File: config.mk
export PLATFORM = sky130hd
export DESIGN_NAME = spi_reg_bank_flat
export DESIGN_NICKNAME = d
export VERILOG_FILES = /design/src/rtl/spi_pkg.sv /design/src/rtl/spi_reg_bank_if.sv /design/src/rtl/spi_sync_edge.sv /design/src/rtl/spi_reg_bank.sv /design/src/flat_wrapper.sv
export SDC_FILE = /design/constraint.sdc
export NUM_CORES = 1
export LEC_CHECK = 0
export CAP_MARGIN = 10
export CORE_ASPECT_RATIO = 1.5
export CORE_MARGIN = 2
export CORE_UTILIZATION = 55
export CTS_CLUSTER_SIZE = 14
export DETAILED_ROUTE_END_ITERATION = 8
export HOLD_SLACK_MARGIN = 0.06
export MAX_ROUTING_LAYER = met4
export PLACE_DENSITY = 0.79
export SLEW_MARGIN = 30
export SYNTH_ARGS = -nofsm -noshare
export SYNTH_HDL_FRONTEND = slang
export SYNTH_SLANG_ARGS = --single-unit
File: constraint.sdc
create_clock -name clk -period 2.6 [get_ports clk]
set_clock_uncertainty 0.2 [all_clocks]
set_input_delay 0.26 -clock clk [delete_from_list [all_inputs] [get_ports clk]]
set_output_delay 0.26 -clock clk [all_outputs]
set_load 0.02 [all_outputs]
File: src/rtl/spi_pkg.sv
// rtl/spi_pkg.sv - shared constants, register indices and FSM states for the SPI register bank
package spi_pkg;

   localparam int CMD_RW_BIT = 7;
   localparam int ADDR_W     = 7;
   localparam int BYTE_W     = 8;

   localparam int REG_BACKGROUND  = 0;
   localparam int REG_SOLID_COLOR = 1;
   localparam int REG_AUDIO_EN    = 2;

   typedef enum logic [1:0] {
      IDLE,
      CMD,
      DATA
   } spi_state_e;

endpackage

File: src/rtl/spi_reg_bank_if.sv
// rtl/spi_reg_bank_if.sv - SPI pin bundle between host (master) and register bank (slave)
// sclk : SPI clock, mode 0
// ssel : select, active-low
// mosi : host-to-bank data, MSB first
// miso : bank-to-host data, MSB first
interface spi_reg_bank_if;

   logic sclk;
   logic ssel;
   logic mosi;
   logic miso;

   modport master (output sclk, output ssel, output mosi, input miso);
   modport slave  (input sclk, input ssel, input mosi, output miso);

endinterface

File: src/rtl/spi_sync_edge.sv
// rtl/spi_sync_edge.sv - multi-flop synchroniser with registered rise/fall detection
// clk, rst : system clock, synchronous active-high reset
// din      : asynchronous input
// q        : synchronised level, time-aligned with rise/fall
// rise     : one-clk pulse after a 0->1 transition
// fall     : one-clk pulse after a 1->0 transition
module spi_sync_edge #(
   parameter int   STAGES  = 2,
   parameter logic RST_VAL = 1'b0
) (
   input  logic clk,
   input  logic rst,
   input  logic din,
   output logic q,
   output logic rise,
   output logic fall
);

   logic [STAGES-1:0] sync_r;
   logic              prev_r;

   always_ff @(posedge clk) begin
      if (rst) begin
         sync_r <= {STAGES{RST_VAL}};
         prev_r <= RST_VAL;
         rise   <= 1'b0;
         fall   <= 1'b0;
      end else begin
         sync_r <= {sync_r[STAGES-2:0], din};
         prev_r <= sync_r[STAGES-1];
         rise   <= sync_r[STAGES-1] & ~prev_r;
         fall   <= ~sync_r[STAGES-1] & prev_r;
      end
   end

   // prev_r holds the sample the edge pulses were derived from, so q and
   // rise/fall describe the same instant.
   assign q = prev_r;

endmodule

File: src/rtl/spi_reg_bank.sv
// rtl/spi_reg_bank.sv - SPI mode-0 slave exposing NUM_REGS byte registers with readback and burst access
// clk, rst : system clock, synchronous active-high reset
// spi      : SPI pins (slave modport)
// regs_q   : flattened register contents, register i at [8i+7:8i]
// wr_stb   : one-clk pulse per committed write
// wr_addr  : address of the committed write
// wr_data  : data of the committed write
module spi_reg_bank
   import spi_pkg::*;
#(
   parameter int                      NUM_REGS    = 4,
   parameter logic [NUM_REGS*8-1:0]   RESET_VAL   = 32'h0000_000A,
   parameter int                      SYNC_STAGES = 2
) (
   input  logic                      clk,
   input  logic                      rst,
   spi_reg_bank_if.slave             spi,
   output logic [NUM_REGS*8-1:0]     regs_q,
   output logic                      wr_stb,
   output logic [ADDR_W-1:0]         wr_addr,
   output logic [BYTE_W-1:0]         wr_data
);

   spi_state_e        state, state_nxt;
   logic              sclk_rise, sclk_fall, ssel_rise, ssel_fall, mosi_s;
   logic              sclk_q_unused, ssel_q_unused, mosi_rise_unused, mosi_fall_unused;
   logic [2:0]        bit_cnt;
   logic [7:0]        rx_sr, tx_sr, shift_byte, rd_byte;
   logic [6:0]        ptr, ptr_inc, rd_addr;
   logic              is_rd, miso_r, ptr_ok, byte_done;
   logic [7:0]        regs [NUM_REGS];

   spi_sync_edge #(.STAGES(SYNC_STAGES), .RST_VAL(1'b0)) u_sclk (
      .clk(clk), .rst(rst), .din(spi.sclk),
      .q(sclk_q_unused), .rise(sclk_rise), .fall(sclk_fall));

   spi_sync_edge #(.STAGES(SYNC_STAGES), .RST_VAL(1'b1)) u_ssel (
      .clk(clk), .rst(rst), .din(spi.ssel),
      .q(ssel_q_unused), .rise(ssel_rise), .fall(ssel_fall));

   spi_sync_edge #(.STAGES(SYNC_STAGES), .RST_VAL(1'b0)) u_mosi (
      .clk(clk), .rst(rst), .din(spi.mosi),
      .q(mosi_s), .rise(mosi_rise_unused), .fall(mosi_fall_unused));

   // Byte as it stands once the current mosi bit is shifted in.
   assign shift_byte = {rx_sr[6:0], mosi_s};
   // ssel rising in the same sample as the 8th sclk rise aborts the byte.
   assign byte_done  = sclk_rise && (bit_cnt == 3'd7) && !ssel_rise;
   assign ptr_ok     = ({1'b0, ptr} < 8'(NUM_REGS));
   // Out-of-range pointers saturate instead of wrapping.
   assign ptr_inc    = !ptr_ok ? ptr :
                       (ptr == 7'(NUM_REGS - 1)) ? 7'd0 : ptr + 7'd1;
   // Address of the next byte to transmit: from the command in CMD,
   // otherwise the post-increment pointer.
   assign rd_addr    = (state == CMD) ? shift_byte[ADDR_W-1:0] : ptr_inc;

   always_comb begin
      rd_byte = 8'h00;
      for (int i = 0; i < NUM_REGS; i++) begin
         if (rd_addr == 7'(i)) rd_byte = regs[i];
      end
   end

   always_ff @(posedge clk) begin
      if (rst) state <= IDLE;
      else     state <= state_nxt;
   end

   always_comb begin
      state_nxt = state;
      if (ssel_rise) begin
         state_nxt = IDLE;
      end else begin
         case (state)
            IDLE:    if (ssel_fall) state_nxt = CMD;
            CMD:     if (byte_done) state_nxt = DATA;
            DATA:    state_nxt = DATA;
            default: state_nxt = IDLE;
         endcase
      end
   end

   always_ff @(posedge clk) begin
      if (rst) begin
         for (int i = 0; i < NUM_REGS; i++) regs[i] <= RESET_VAL[8*i +: 8];
         bit_cnt <= 3'd0;
         rx_sr   <= 8'h00;
         tx_sr   <= 8'h00;
         ptr     <= 7'd0;
         is_rd   <= 1'b0;
         miso_r  <= 1'b0;
         wr_stb  <= 1'b0;
         wr_addr <= '0;
         wr_data <= '0;
      end else begin
         wr_stb <= 1'b0;
         if (ssel_rise) begin
            bit_cnt <= 3'd0;
            is_rd   <= 1'b0;
            miso_r  <= 1'b0;
         end else begin
            case (state)
               IDLE: begin
                  if (ssel_fall) begin
                     bit_cnt <= 3'd0;
                     rx_sr   <= 8'h00;
                  end
               end
               CMD: begin
                  if (sclk_rise) begin
                     rx_sr   <= shift_byte;
                     bit_cnt <= bit_cnt + 3'd1;
                     if (bit_cnt == 3'd7) begin
                        ptr   <= shift_byte[ADDR_W-1:0];
                        is_rd <= shift_byte[CMD_RW_BIT];
                        if (shift_byte[CMD_RW_BIT]) begin
                           tx_sr  <= rd_byte;
                           miso_r <= rd_byte[7];
                        end
                     end
                  end
               end
               DATA: begin
                  if (sclk_rise) begin
                     rx_sr   <= shift_byte;
                     bit_cnt <= bit_cnt + 3'd1;
                     if (bit_cnt == 3'd7) begin
                        if (!is_rd && ptr_ok) begin
                           for (int i = 0; i < NUM_REGS; i++) begin
                              if (ptr == 7'(i)) regs[i] <= shift_byte;
                           end
                           wr_stb  <= 1'b1;
                           wr_addr <= ptr;
                           wr_data <= shift_byte;
                        end
                        ptr <= ptr_inc;
                        if (is_rd) begin
                           tx_sr  <= rd_byte;
                           miso_r <= rd_byte[7];
                        end
                     end
                  end else if (sclk_fall && is_rd && (bit_cnt != 3'd0)) begin
                     // The fall right after a byte boundary keeps the freshly
                     // loaded MSB on the line for the host's next rise.
                     tx_sr  <= {tx_sr[6:0], 1'b0};
                     miso_r <= tx_sr[6];
                  end
               end
               default: ;
            endcase
         end
      end
   end

   for (genvar g = 0; g < NUM_REGS; g++) begin : g_regs_q
      assign regs_q[8*g +: 8] = regs[g];
   end

   assign spi.miso = miso_r;

endmodule

File: src/flat_wrapper.sv
// flat-port wrapper written by rule: the top's interface ports become plain ports
module spi_reg_bank_flat import spi_pkg::*;
#(
   parameter int                      NUM_REGS    = 4,
   parameter logic [NUM_REGS*8-1:0]   RESET_VAL   = 32'h0000_000A,
   parameter int                      SYNC_STAGES = 2
)
  (clk, rst, regs_q, wr_stb, wr_addr, wr_data, spi_sclk, spi_ssel, spi_mosi, spi_miso);
  spi_reg_bank_if spi_i ();
  input  logic clk;
  input  logic rst;
  output logic [NUM_REGS*8-1:0] regs_q;
  output logic wr_stb;
  output logic [ADDR_W-1:0] wr_addr;
  output logic [BYTE_W-1:0] wr_data;
  input wire logic [$bits(spi_i.sclk)-1:0] spi_sclk;
  input wire logic [$bits(spi_i.ssel)-1:0] spi_ssel;
  input wire logic [$bits(spi_i.mosi)-1:0] spi_mosi;
  output wire logic [$bits(spi_i.miso)-1:0] spi_miso;
  assign spi_i.sclk = spi_sclk;
  assign spi_i.ssel = spi_ssel;
  assign spi_i.mosi = spi_mosi;
  assign spi_miso = spi_i.miso;
  spi_reg_bank #(.NUM_REGS(NUM_REGS), .RESET_VAL(RESET_VAL), .SYNC_STAGES(SYNC_STAGES)) u_core (.clk(clk), .rst(rst), .spi(spi_i), .regs_q(regs_q), .wr_stb(wr_stb), .wr_addr(wr_addr), .wr_data(wr_data));
endmodule
==> summary.md <==
| Metric | Value |
|---|---|
| Row count | 38 |
| Final wirelength | 9.400 mm |
| Final min period | 2477 ps |
| Worst-Skew Late Latency | 370 ps |
| Synth area leaders | dfxtp_1 (28%), edfxtp_1 (24%), mux2i_1 (5.7%) |
| Number of buffers added on ports | 53 |
| Vias/cell | 5.625 |
| Die height | 108.8 um |
| DP Wirelength | 6.834 mm |
| CTS tree | done |
| Initial Util | 56.10% |
| Vias in the first global route | 3044 |
| Post-synth top area share | 28.33% |
| Reg2Reg Launch Point | u_core.state[1] |
| Hold Violations, Final | 0 |
| CP required | 2640 ps |
| Power Density | 623.6 nW/um^2 |
| Place WS | 37.19 ps |
| Synth Cell Area | 4028 um^2 |
| Status | finished clean |
| Die W | 73.87 um |
| Final period util | 95.28% |
| Non-filler instance count after layout | 560 |
| Total die area | 8037 um^2 |
| Tightest Pin Transition | 477.9 ps |
| Hold EP | u_core.u_sclk.fall |
| Routability cong. | 0.9216 |
| Max VDD drop | 520.5 uV |
| Syn-to-layout area delta | 24.23% |
| IO Count | 54 |
| Buf/Inv on CP | 3 |
| Slew HR | 67.90% |
| Clock Sinks | 89 |
| Top-count cell post-synth | dfxtp_1 |
| Worst EP arrival | 2520 ps |
| Synth area leader | dfxtp_1 |
| Final setup fails | 0 |
| CP max-delay cell | o21ai_0 |
| F_max | 403.7 MHz |
| Worst-path clk slew | 80 ps |
| Crit path kind | reg2reg |
| Finished Core Util | 69.69% |
| Tot Pwr | 3.120 mW |
| Core Area | 7179 um^2 |
| RSZ-0062 raised after global routing | yes |
| Hold Path Class | reg2reg |
| Max-Cap Viols | 0 |
| Hold slack | 210.5 ps |
| Pleak | 1.942 nW |
| Crit Path Max Fanout | 10 |
| Final #Nets | 472 |
| Initial drt markers | 236 |
| Total negative slack | 0 ps |
| Crit path cell chain | inv_1 > ha_1 > buf_4 > inv_1 > and4_1 > o31ai_1 > a21oi_1 > o21ai_0 > a211oi_1 |
| Routed WL per cell | 16.79 um |
| Fin area | 5004 um^2 |
| Cts bufs inserted | 9 |
| Syn_nets | 407 |
| Startpoint Class | flip-flop |
| Max Slew Vio Count | 0 |
| # fillers | 558 |
| Post-synth EDFFs | 32 |
| First-pass GRT wire length | 14.92 mm |
| Worst R2R Path Depth | 9 |
| Placed cell areas | 4740 um^2 |
| 1st-pass router iterations | 4 |
| Total gr overflow | 0 |
| Hold Crit Start | u_core.u_sclk.sync_r[1] |
| Final setup margin | 122.6 ps |
| DRC | 0 |
| Initial antenna violation count | 0 |
| R2R setup slack | 120 ps |
| DR vias | 3150 |
| Top_reg_cell synth | dfxtp_1 |
| Placed Instances | 542 |
| Reg2reg end | u_core.tx_sr[3] |
| Register area share after synthesis | 52.19% |
| CTS H-Tree Depth | 3 |
| Area of the multi-input gates | 1821 um^2 |
| Root buf cell | clkbuf_8 |
| Delay-heaviest family, CP | compound AO/OA/AOI/OAI gates |
| Ys async rst share | 0% |
| Top post-synthesis cells by count | dfxtp_1 (57), nor2_1 (39), and3_1 (32), edfxtp_1 (32), a21oi_1 (26) |
| # diodes | 0 |
| Post-CTS Hold Buffers | 0 |
| Register area | 2102 um^2 |
| CTS max path bufs | 2 |
| Syn Inst Count | 390 |
| YS warnings | 0 |
| Seq cells post-synth | 89 |
| Top cell by count, worst path | inv_1 |
| Largest net degree at the start of global routing | 35 |
| Share of layout cells above drive strength 1 | 12.17% |
| CP max stage delay | 360 ps |
| Post-synth cell types | 46 |
| Syn avg cell area | 10.33 um^2 |
| Hold Path Depth | 1 |
| Worst setup EP type | flip-flop |
| All-Layer GR Usage | 25.81% |
| Antenna Violating Nets Remaining | 0 |
what timing repair did:
item                                   4_1_cts  5_1_grt
setup buffers                                0        2
endpoints found under the hold margin        0        0
resized for setup                            0        8
setup endpoints to repair                    0        8
how the worst max path moves through the flow:
stage	start	end	slack, ps	cells after the start
6_report	u_core.state[1]	u_core.tx_sr[3]	120	9
5_1_grt	u_core.bit_cnt[1]	u_core.tx_sr[0]	-10	8
4_1_cts	u_core.state[1]	u_core.tx_sr[0]	10	8
3_5_place_dp	u_core.state[1]	u_core.tx_sr[0]	40	8
3_3_place_gp	u_core.state[1]	u_core.tx_sr[0]	90	8
2_1_floorplan	u_core.state[0]	u_core.regs[3][0]	230	8
registers in the layout, indices dropped and copies added, names as in the netlist, 2 cells and up:
register              cells
u_core.u_mosi.sync_r      2
u_core.u_sclk.sync_r      2
u_core.ptr                7
u_core.state              2
u_core.u_ssel.sync_r      2
u_core.wr_data            8
u_core.wr_addr            7
u_core.bit_cnt            3
u_core.regs              32
u_core.rx_sr              7
u_core.tx_sr              7
final cells by class:
| cell class | instances | share of cell area (%) |
|---|---|---|
| clock inverters | 7 | 1.900 |
| flip-flops and latches | 89 | 42.01 |
| repair buffers | 75 | 13.90 |
| multi-input cells | 269 | 36.38 |
| inverters | 11 | 0.8252 |
| clock buffers | 9 | 2.476 |
| well taps | 100 | 2.501 |
placed cells by master (no fill, tap or decap), types with 12 or more instances in the layout:
cell type	count
edfxtp_1	32
and3_1	32
a21oi_1	26
nand3_1	12
mux2i_1	22
nor2_1	38
clkdlybuf4s50_1	53
nand2_1	23
buf_4	22
dfxtp_1	57
cells by family after synthesis:
logic type	after synthesis	share of synthesized area, %
AO/OA/AOI/OAI	67	11.49
AND/OR/NAND/NOR	166	22.86
multiplexers	24	5.996
adder cells (fa/ha/maj)	12	3.728
flip-flops	89	52.19
buffers and inverters	32	3.728
power by group:
part / switching (mW) / internal [mW]
sequential: 0.0291 / 1.48
clock: 0.486 / 0.538
combinational: 0.359 / 0.229
per-layer routing:
metal | up-vias | track usage, % | routed length [um]
li1 | 1535 | - | -
met1 | 1492 | 29.64 | 3656
met2 | 105 | 42.79 | 4919
met3 | 18 | 5.730 | 529
met4 | 0 | 11.17 | 295
met5 | - | - | 0
Power figures use the tool's default switching activity.
